## config.mk

```make
export PLATFORM = sky130hd
export DESIGN_NAME = pwm_duty_capture
export DESIGN_NICKNAME = d
export VERILOG_FILES = /design/src/rtl/pwm_pkg.sv /design/src/rtl/pwm_high_counter.sv /design/src/rtl/pwm_duty_capture.sv
export SDC_FILE = /design/constraint.sdc
export NUM_CORES = 1
export LEC_CHECK = 0
export ABC_AREA = 0
export BUFFER_PORTS_ARGS = -buffer_cell sky130_fd_sc_hd__buf_2
export CAP_MARGIN = 20
export CORE_MARGIN = 3
export CORE_UTILIZATION = 55
export DETAILED_ROUTE_END_ITERATION = 16
export MAX_ROUTING_LAYER = met4
export PLACE_DENSITY_LB_ADDON = 0.1
export SLEW_MARGIN = 20
export SYNTH_ARGS = -nofsm -noshare
export SYNTH_HDL_FRONTEND = slang
export SYNTH_SLANG_ARGS = --single-unit
export TNS_END_PERCENT = 30
```

## constraint.sdc

```tcl
create_clock -name clk -period 3.7 [get_ports clk]
set_clock_uncertainty 0.15 [all_clocks]
set_input_delay 0.185 -clock clk [delete_from_list [all_inputs] [get_ports clk]]
set_output_delay 0.185 -clock clk [all_outputs]
set_load 0.01 [all_outputs]
```

## src/rtl/pwm_pkg.sv

```systemverilog
// Shared defaults, FSM state encoding and frame-counter sizing for the PWM duty capture block.
package pwm_pkg;

    localparam int PERIOD_DEF = 256;
    localparam int CNT_W_DEF  = 8;

    typedef enum logic {
        IDLE    = 1'b0,
        MEASURE = 1'b1
    } pwm_state_e;

    function automatic int fcnt_width(input int period);
        return (period < 2) ? 1 : $clog2(period);
    endfunction

    localparam int FCNT_W_DEF = fcnt_width(PERIOD_DEF);

endpackage

```

## src/rtl/pwm_high_counter.sv

```systemverilog
// Saturating high-time counter for one PWM channel; clr has priority over inc.
// Latency: count updates on the edge after inc; no backpressure.
module pwm_high_counter #(
    parameter int CNT_W = 8
) (
    input  logic             clk,
    input  logic             rst,
    input  logic             clr,
    input  logic             inc,
    output logic [CNT_W-1:0] cnt
);

    logic [CNT_W-1:0] cnt_q;
    logic [CNT_W-1:0] cnt_d;

    always_comb begin
        cnt_d = cnt_q;
        if (clr) begin
            cnt_d = '0;
        end else if (inc && (cnt_q != '1)) begin
            cnt_d = cnt_q + CNT_W'(1);
        end
    end

    always_ff @(posedge clk or negedge rst) begin
        if (!rst) begin
            cnt_q <= '0;
        end else begin
            cnt_q <= cnt_d;
        end
    end

    assign cnt = cnt_q;

endmodule

```

## src/rtl/pwm_duty_capture.sv

```systemverilog
// Measures R/G/B PWM high time over back-to-back PERIOD-cycle frames while en is high.
// Latency: results and valid register PERIOD edges after the frame's first sample; no backpressure.
module pwm_duty_capture
    import pwm_pkg::*;
#(
    parameter int PERIOD = PERIOD_DEF,
    parameter int CNT_W  = CNT_W_DEF
) (
    input  logic             clk,
    input  logic             rst,
    input  logic             en,
    input  logic             R_in,
    input  logic             G_in,
    input  logic             B_in,
    output logic [CNT_W-1:0] R_time_out,
    output logic [CNT_W-1:0] G_time_out,
    output logic [CNT_W-1:0] B_time_out,
    output logic             valid,
    output logic             changed,
    output logic             busy
);

    localparam int            FW   = fcnt_width(PERIOD);
    localparam logic [FW-1:0] LAST = FW'(PERIOD - 1);

    pwm_state_e       state_q, state_d;
    logic [FW-1:0]    fcnt_q, fcnt_d;
    logic [2:0]       smp_q;
    logic [CNT_W-1:0] cnt   [3];
    logic [CNT_W-1:0] fin   [3];
    logic [CNT_W-1:0] out_q [3];
    logic [CNT_W-1:0] out_d [3];
    logic             have_prev_q, have_prev_d;
    logic             valid_q, valid_d;
    logic             changed_q, changed_d;
    logic             clr;
    logic             publish;
    logic             diff;

    // Channel index 0/1/2 = R/G/B throughout.
    for (genvar i = 0; i < 3; i++) begin : g_ch
        pwm_high_counter #(.CNT_W(CNT_W)) u_cnt (
            .clk (clk),
            .rst (rst),
            .clr (clr),
            .inc (smp_q[i]),
            .cnt (cnt[i])
        );
    end

    // Final count folds in the sample still sitting in smp_q on the completing cycle.
    always_comb begin
        diff = 1'b0;
        for (int i = 0; i < 3; i++) begin
            fin[i] = cnt[i];
            if (smp_q[i] && (cnt[i] != '1)) begin
                fin[i] = cnt[i] + CNT_W'(1);
            end
            if (fin[i] != out_q[i]) begin
                diff = 1'b1;
            end
        end
    end

    always_comb begin
        state_d = state_q;
        fcnt_d  = fcnt_q;
        clr     = 1'b1;
        publish = 1'b0;
        case (state_q)
            IDLE: begin
                fcnt_d = '0;
                if (en) begin
                    state_d = MEASURE;
                end
            end
            MEASURE: begin
                if (!en) begin
                    state_d = IDLE;
                    fcnt_d  = '0;
                end else if (fcnt_q == LAST) begin
                    publish = 1'b1;
                    fcnt_d  = '0;
                end else begin
                    fcnt_d = fcnt_q + FW'(1);
                    clr    = 1'b0;
                end
            end
            default: begin
                state_d = IDLE;
                fcnt_d  = '0;
            end
        endcase
    end

    always_comb begin
        valid_d     = publish;
        changed_d   = publish && have_prev_q && diff;
        have_prev_d = have_prev_q;
        if (state_q == IDLE) begin
            have_prev_d = 1'b0;
        end
        if (publish) begin
            have_prev_d = 1'b1;
        end
        for (int i = 0; i < 3; i++) begin
            out_d[i] = publish ? fin[i] : out_q[i];
        end
    end

    always_ff @(posedge clk or negedge rst) begin
        if (!rst) begin
            state_q     <= IDLE;
            fcnt_q      <= '0;
            smp_q       <= '0;
            have_prev_q <= 1'b0;
            valid_q     <= 1'b0;
            changed_q   <= 1'b0;
            for (int i = 0; i < 3; i++) begin
                out_q[i] <= '0;
            end
        end else begin
            state_q     <= state_d;
            fcnt_q      <= fcnt_d;
            smp_q       <= {B_in, G_in, R_in};
            have_prev_q <= have_prev_d;
            valid_q     <= valid_d;
            changed_q   <= changed_d;
            for (int i = 0; i < 3; i++) begin
                out_q[i] <= out_d[i];
            end
        end
    end

    assign R_time_out = out_q[0];
    assign G_time_out = out_q[1];
    assign B_time_out = out_q[2];
    assign valid      = valid_q;
    assign changed    = changed_q;
    assign busy       = (state_q == MEASURE);

endmodule

```

# Word-level counts from Yosys, hierarchy flattened
# Index checks and enable logic that the tools add are counted.
totals:
  regBits: 63
  in_bits: 6
  output_inout_bits: 27
  word_cells: 50
op_classes:
  n_addsub: 4
  n_eq_ne: 8
  n_mux: 20
  n_bitwise: 1
  reduce_logical: 5
op_table:
  columns: ["cell", "n"]
  rows:
  - ["2-to-1 mux 8 bit", 8]
  - ["adder 8 x 1 -> 8 bit (second input constant)", 4]
  - ["!= test 8 bit", 3]
  - ["!= test 8 bit (second input constant)", 3]
  - ["case mux 8 bit (2 select lines)", 1]
  - ["2-to-1 mux 1 bit", 11]
  - ["equality test 8 bit (second input constant)", 1]
  - ["logical AND 1 bit", 5]
  - ["!= test 2 x 1 -> 1 bit (second input constant)", 1]
  - ["NOT 1 bit", 1]

# Depth between registers and ports, before layout
depth:
  ltp_word: 8
  depth_mapped: 8
  depth_no_buf: 8

# Modules after synthesis
# From an unflattened synthesis, not the netlist that was laid out.
unflattened:
  hier_cells: 445
  area_unflattened_um2: 3932.5
modules_own_cells:
  columns: ["mod", "n_inst", "cells_per_inst", "area_per_inst_um2", "seq_area_each_um2"]
  rows:
  - ["pwm_duty_capture", 1, 298, 2539.9, 975.9]
  - ["pwm_high_counter", 3, 49, 464.2, 200.2]

# Least setup slack after synthesis
# OpenSTA, ideal clock, no wires.
synth_path:
  kind: "flip-flop to flip-flop"
  from: "reg g_ch[2].u_cnt.cnt_q[0]"
  to: "reg changed_q (netlist: changed)"
  setup_ns: 0.126
  t_arrival_ns: 1.922
  t_required_ns: 3.424
  slack_ns: 1.502
  path_stages_with_launch: 8
  n_path_buf: 0
  synth_period_minus_slack_ns: 2.198
  cell_sequence: "dfrtp_1 > ha_1 > nand3_1 > o21ai_0 > mux2i_1 > xor2_1 > nand4_1 > o311a_1"
synth_between:
  elab_chain_cells: 6
  word_cells_on_any_way: 7
  cone_classes: "1 x add/sub; 2 x eq/ne; 2 x mux; 2 x reduce/logical"
synth_lines:
  columns: ["element", "line_no", "text"]
  rows:
  - ["start, declared", "pwm_high_counter.sv:13", "logic [CNT_W-1:0] cnt_q;"]
  - ["start signal, assigned", "pwm_high_counter.sv:29", "cnt_q <= cnt_d;"]
  - ["parallel branches: the longest is 2 deep, another holds adder 8 x 1 -> 8 bit", null, null]
  - ["2-to-1 mux 8 bit *", "pwm_duty_capture.sv:56", "if (smp_q[i] && (cnt[i] != '1)) begin"]
  - ["!= test 8 bit *", "pwm_duty_capture.sv:59", "if (fin[i] != out_q[i]) begin"]
  - ["2-to-1 mux 1 bit *", "pwm_duty_capture.sv:59", null]
  - ["logical AND 1 bit *", "pwm_duty_capture.sv:98", "changed_d = publish && have_prev_q && diff;"]
  - ["net changed_d", "pwm_duty_capture.sv:35", "logic changed_q, changed_d;"]
  - ["end signal, assigned", "pwm_duty_capture.sv:128", "changed_q <= changed_d;"]
  - ["end, declared", "pwm_duty_capture.sv:35", null]
# Mark *: on every way through the listed nets, which the timed path passes.
# A chain may end at the register's enable or synchronous reset.

# Worst setup path in the final report
layout_path:
  from: "reg g_ch[0].u_cnt.cnt_q[0]"
  to: "reg changed_q (netlist: changed)"
layout_between:
  elab_chain_cells: 8
  word_cells_on_any_way: 9
  cone_classes: "1 x add/sub; 2 x eq/ne; 4 x mux; 2 x reduce/logical"
layout_lines:
  columns: ["element", "line_no"]
  rows:
  - ["start, declared", "pwm_high_counter.sv:13"]
  - ["start signal, assigned", "pwm_high_counter.sv:29"]
  - ["parallel branches: the longest is 2 deep, another holds adder 8 x 1 -> 8 bit", null]
  - ["2-to-1 mux 8 bit *", null]
  - ["!= test 8 bit *", "pwm_duty_capture.sv:59"]
  - ["2-to-1 mux 1 bit * (3 in series)", "pwm_duty_capture.sv:59"]
  - ["logical AND 1 bit *", "pwm_duty_capture.sv:98"]
  - ["net changed_d", "pwm_duty_capture.sv:35"]
# Marks and branches as above.

==> parameters.txt <==
Parameter                              Value

Outcome
  Run status    finished, final reports clean

STA
  Setup tns final    0 ns
  Post-route minimum period    ~2.5 ns
  Final hold viol count    0
  Final setup violation count    0
  Final number of max-transition violations    0
  Headroom to the max-slew limit    a little over two fifths
  Peak Freq    0.401 GHz
  Pin slew with the least headroom to its limit    0.858 ns
  Fin crit share    67.4%
  Unrepaired setup endpoints after global routing    false

Final layout
  Synth-to-layout area growth    16.6%
  Layout fillers    430
  Share of final-layout standard cells stronger than drive strength 1    17.4%
  Inserted Diodes    0
  Layout Utilization    66.9%
  Number of nets in the layout    345
  Storage cell area    0.00158 mm²
  Multi-input gate area in the final layout    0.00133 mm²

GRT
  Number of global-route vias before repair    around 2100
  Overall routing resource usage    between 20% and 30%
  Global Route met3 Usage    under 10%
  Met2 layer usage reported by global route    31.8%
  Aggregate global routing overflow    0
  Maximum number of pins on one net before global-route repair    40
  Global-route track usage on met1    28.5%
  Most used routing layer    met2
  First-pass GRT wire length    between 9 and 10 mm
  Number of antenna violations at the first check in global routing    0

Worst setup path
  Arrival @ worst endpoint    2.57 ns
  Worst reg-to-reg setup slack    1.21 ns
  Capture point of the worst reg-to-reg path    changed
  Required time worst endpoint    3.78 ns
  Crit path max fanout    5
  Worst Setup SP    g_ch[0].u_cnt.cnt[0]
  Launching element type of the critical path    register
  Startpoint-to-endpoint class of the critical path    reg2reg
  Crit path to    changed
  Reg-to-Reg Start    g_ch[0].u_cnt.cnt[0]
  Reg2Reg Depth    8
  Setup crit end kind    register

Yosys
  Distinct cell type count after synthesis    36
  Post-synth top area share    53.4%
  Number of cells produced by synthesis    292
  Post-synthesis instance area    0.00295 mm²
  Average footprint of a synthesized cell    10.1 µm²
  Flip-flop and latch count after synthesis    63
  Syn nets    approximately 300
  Area leader, netlist    dfrtp_1
  Number of warnings printed during yosys synthesis    0
  Sequential area share after synthesis    between 50% and 60%
  Top post-synthesis cells by area    dfrtp_1 (53%), o21ai_0 (5.8%), xor2_1 (5.6%), xnor2_1 (5.3%), nand2_1 (4.8%)

Power and ir drop
  Static leakage    1.64 nW
  Combinational power share    about 3.7%
  Share of power burned in the clock network    44.0%
  Seq pwr share    a little over half
  Switching part of the total    between 20% and 30%
  Cell area power density    390 mW/mm²
  Internal power    0.00102 W
  Worst ir drop on vdd    0.255 mV
  Sw Pwr    0.000320 W

Detailed routing
  Remaining DRCs    0
  Drt pass-1 iters    4
  Overall routed net length    5.82 mm
  Antenna Nets Post-Route    0
  Routed WL per cell    14.2 µm
  Total via count in the routed design    about 2200
  Vias per cell    between 5 and 6
  Initial DRC Count    127

CTS
  TritonCTS Sinks    63
  Clock root buffer    clkbuf_8
  TritonCTS clock tree    yes
  Clk Latency, worst-skew pair    0.34 ns
  Total clock buffers created by CTS    9
  Clock transition time at the flip-flop clock pins of the worst setup and hold paths    approximately 0.08 ns
  # H-tree levels    3
  Number of post-CTS setup repair buffers    0
  Number of buffers on the longest clock path    2

Placement
  Last weighted congestion value of the routability-driven placer    approximately 0.9
  Post-DP HPWL    4.04 mm
  Buffers on Ports    32

Run
  Number of maximum-capacitance constraint violations    0

Die
  Standard cell core area    0.00514 mm²
  Initial standard-cell utilization of the core    a little under three fifths
  Number of core rows    26
  Boundary pin count    33
  Die Ht    79.2 µm
  Die boundary width    79.2 µm
  Die Area    0.00628 mm²

Hold path
  Worst min-delay path category    in2async
-- flip-flops by register name, indices dropped and copies added (netlist names), 3 cells and up --
name            count
B_time_out          8
G_time_out          8
R_time_out          8
fcnt_q              8
g_ch.u_cnt.cnt     24
smp_q               3
-- worst min-delay path by stage --
stage | start | endpoint | slack [ns] | depth (start not counted)
2_1_floorplan | rst | B_time_out[0] | -0.26 | 0
3_3_place_gp | R_in | smp_q[0] | 0.14 | 1
3_5_place_dp | G_in | smp_q[1] | 0.15 | 1
4_1_cts | B_in | smp_q[2] | 0.33 | 2
5_1_grt | B_in | smp_q[2] | 0.36 | 2
6_report | rst | R_time_out[7] | 0.34 | 2
-- per-layer routing --
metal	vias up	wire (µm)	part of all wire, %
met5	-	0	0
met4	0	122	2.1
met3	9	163	2.8
met2	31	2730	47
met1	1062	2800	48
li1	1097	-	-
-- what timing repair did --
action                    CTS  global route
hold endpoints to repair   43             0
gates resized for setup     0             0
hold buffers                5             0
-- cell usage in the layout (no fill, tap or decap), types with 2 or more instances in the layout --
| cell | n |
|---|---|
| mux2i_1 | 8 |
| buf_4 | 3 |
| inv_1 | 3 |
| xor2_1 | 19 |
| clkbuf_8 | 9 |
| o21ai_0 | 34 |
| xnor2_1 | 18 |
| and4_4 | 2 |
| a21oi_1 | 2 |
| nor2_1 | 38 |
| clkinvlp_4 | 4 |
| dfrtp_1 | 63 |
| buf_2 | 32 |
| o211ai_1 | 3 |
| nand4_1 | 10 |
| and3_1 | 4 |
| ha_1 | 4 |
| a21o_1 | 2 |
| dlygate4sd3_1 | 5 |
| nand3_1 | 12 |
| nand2_1 | 38 |
| and2_1 | 2 |
| nor3_1 | 4 |
-- critical path, stage by stage, from the launching register on --
cell and delay [ns]:
dfrtp_1 0.43, ha_1 0.26, nand4_1 0.19, o21ai_0 0.10, mux2i_1 0.27, xnor2_1 0.10, nor4_1 0.41, nand3_1 0.13
o311a_1 0.35
-- per-stage QoR --
stage	setup WS [ns]	cell area, µm²	std cells	hold WS (ns)	power (W)
finish	1.21	3440	410	0.342	0.00134
global route	0.976	3440	410	0.359	0.00139
CTS	1.20	3440	410	0.334	0.00135
detailed placement	1.24	3190	389	0.146	0.000762
global placement	1.25	3190	389	0.144	0.000761
floorplan	1.50	2950	292	-0.261	0.000736
-- synth_stat cells (all sizes together) --
library cell and number:
a21o 3, a21oi 2, a31oi 1, a32oi 1
a41o 1, and2 2, and3 4, and4 3
clkbuf 8, dfrtp 63, ha 4, inv 3
mux2i 9, nand2 38, nand2b 1, nand3 13
nand4 11, nor2 38, nor3 4, nor4 2
o2111ai 1, o211ai 3, o21ai 34, o21bai 1
o22ai 1, o311a 1, o31ai 1, or3 2
xnor2 18, xor2 19
-- power by group through the flow --
stage	clock (W)	sequential (W)	combinational (W)
floorplan	0	0.000713	0.0000232
global placement	0	0.000714	0.0000474
detailed placement	0	0.000714	0.0000482
CTS	0.000601	0.000700	0.0000524
global route	0.000628	0.000701	0.0000583
finish	0.000590	0.000701	0.0000503
-- layout make-up --
cell class / count / share of cell area [%]
Timing Repair Buffer: 40 / 6.77
Inverter: 3 / 0.327
Clock buffer: 9 / 3.60
Clock inverter: 7 / 2.15
Tap cell: 70 / 2.55
Sequential cell: 63 / 45.8
Multi-Input combinational cell: 218 / 38.8
-- cell families (layout without fill, tap and decap cells) --
family / after synthesis / count (layout) / share of synthesized area (%)
DFF: 63 / 63 / 53.4
and+or+nand+nor: 118 / 118 / 19.1
AOI/OAI and AO/OA: 50 / 50 / 9.88
muxes: 9 / 9 / 3.48
xor gates and xnor gates: 37 / 37 / 11.0
adders and majority gates: 4 / 4 / 1.70
buffers and inverters: 11 / 59 / 1.40
Power figures use the tool's default switching activity.
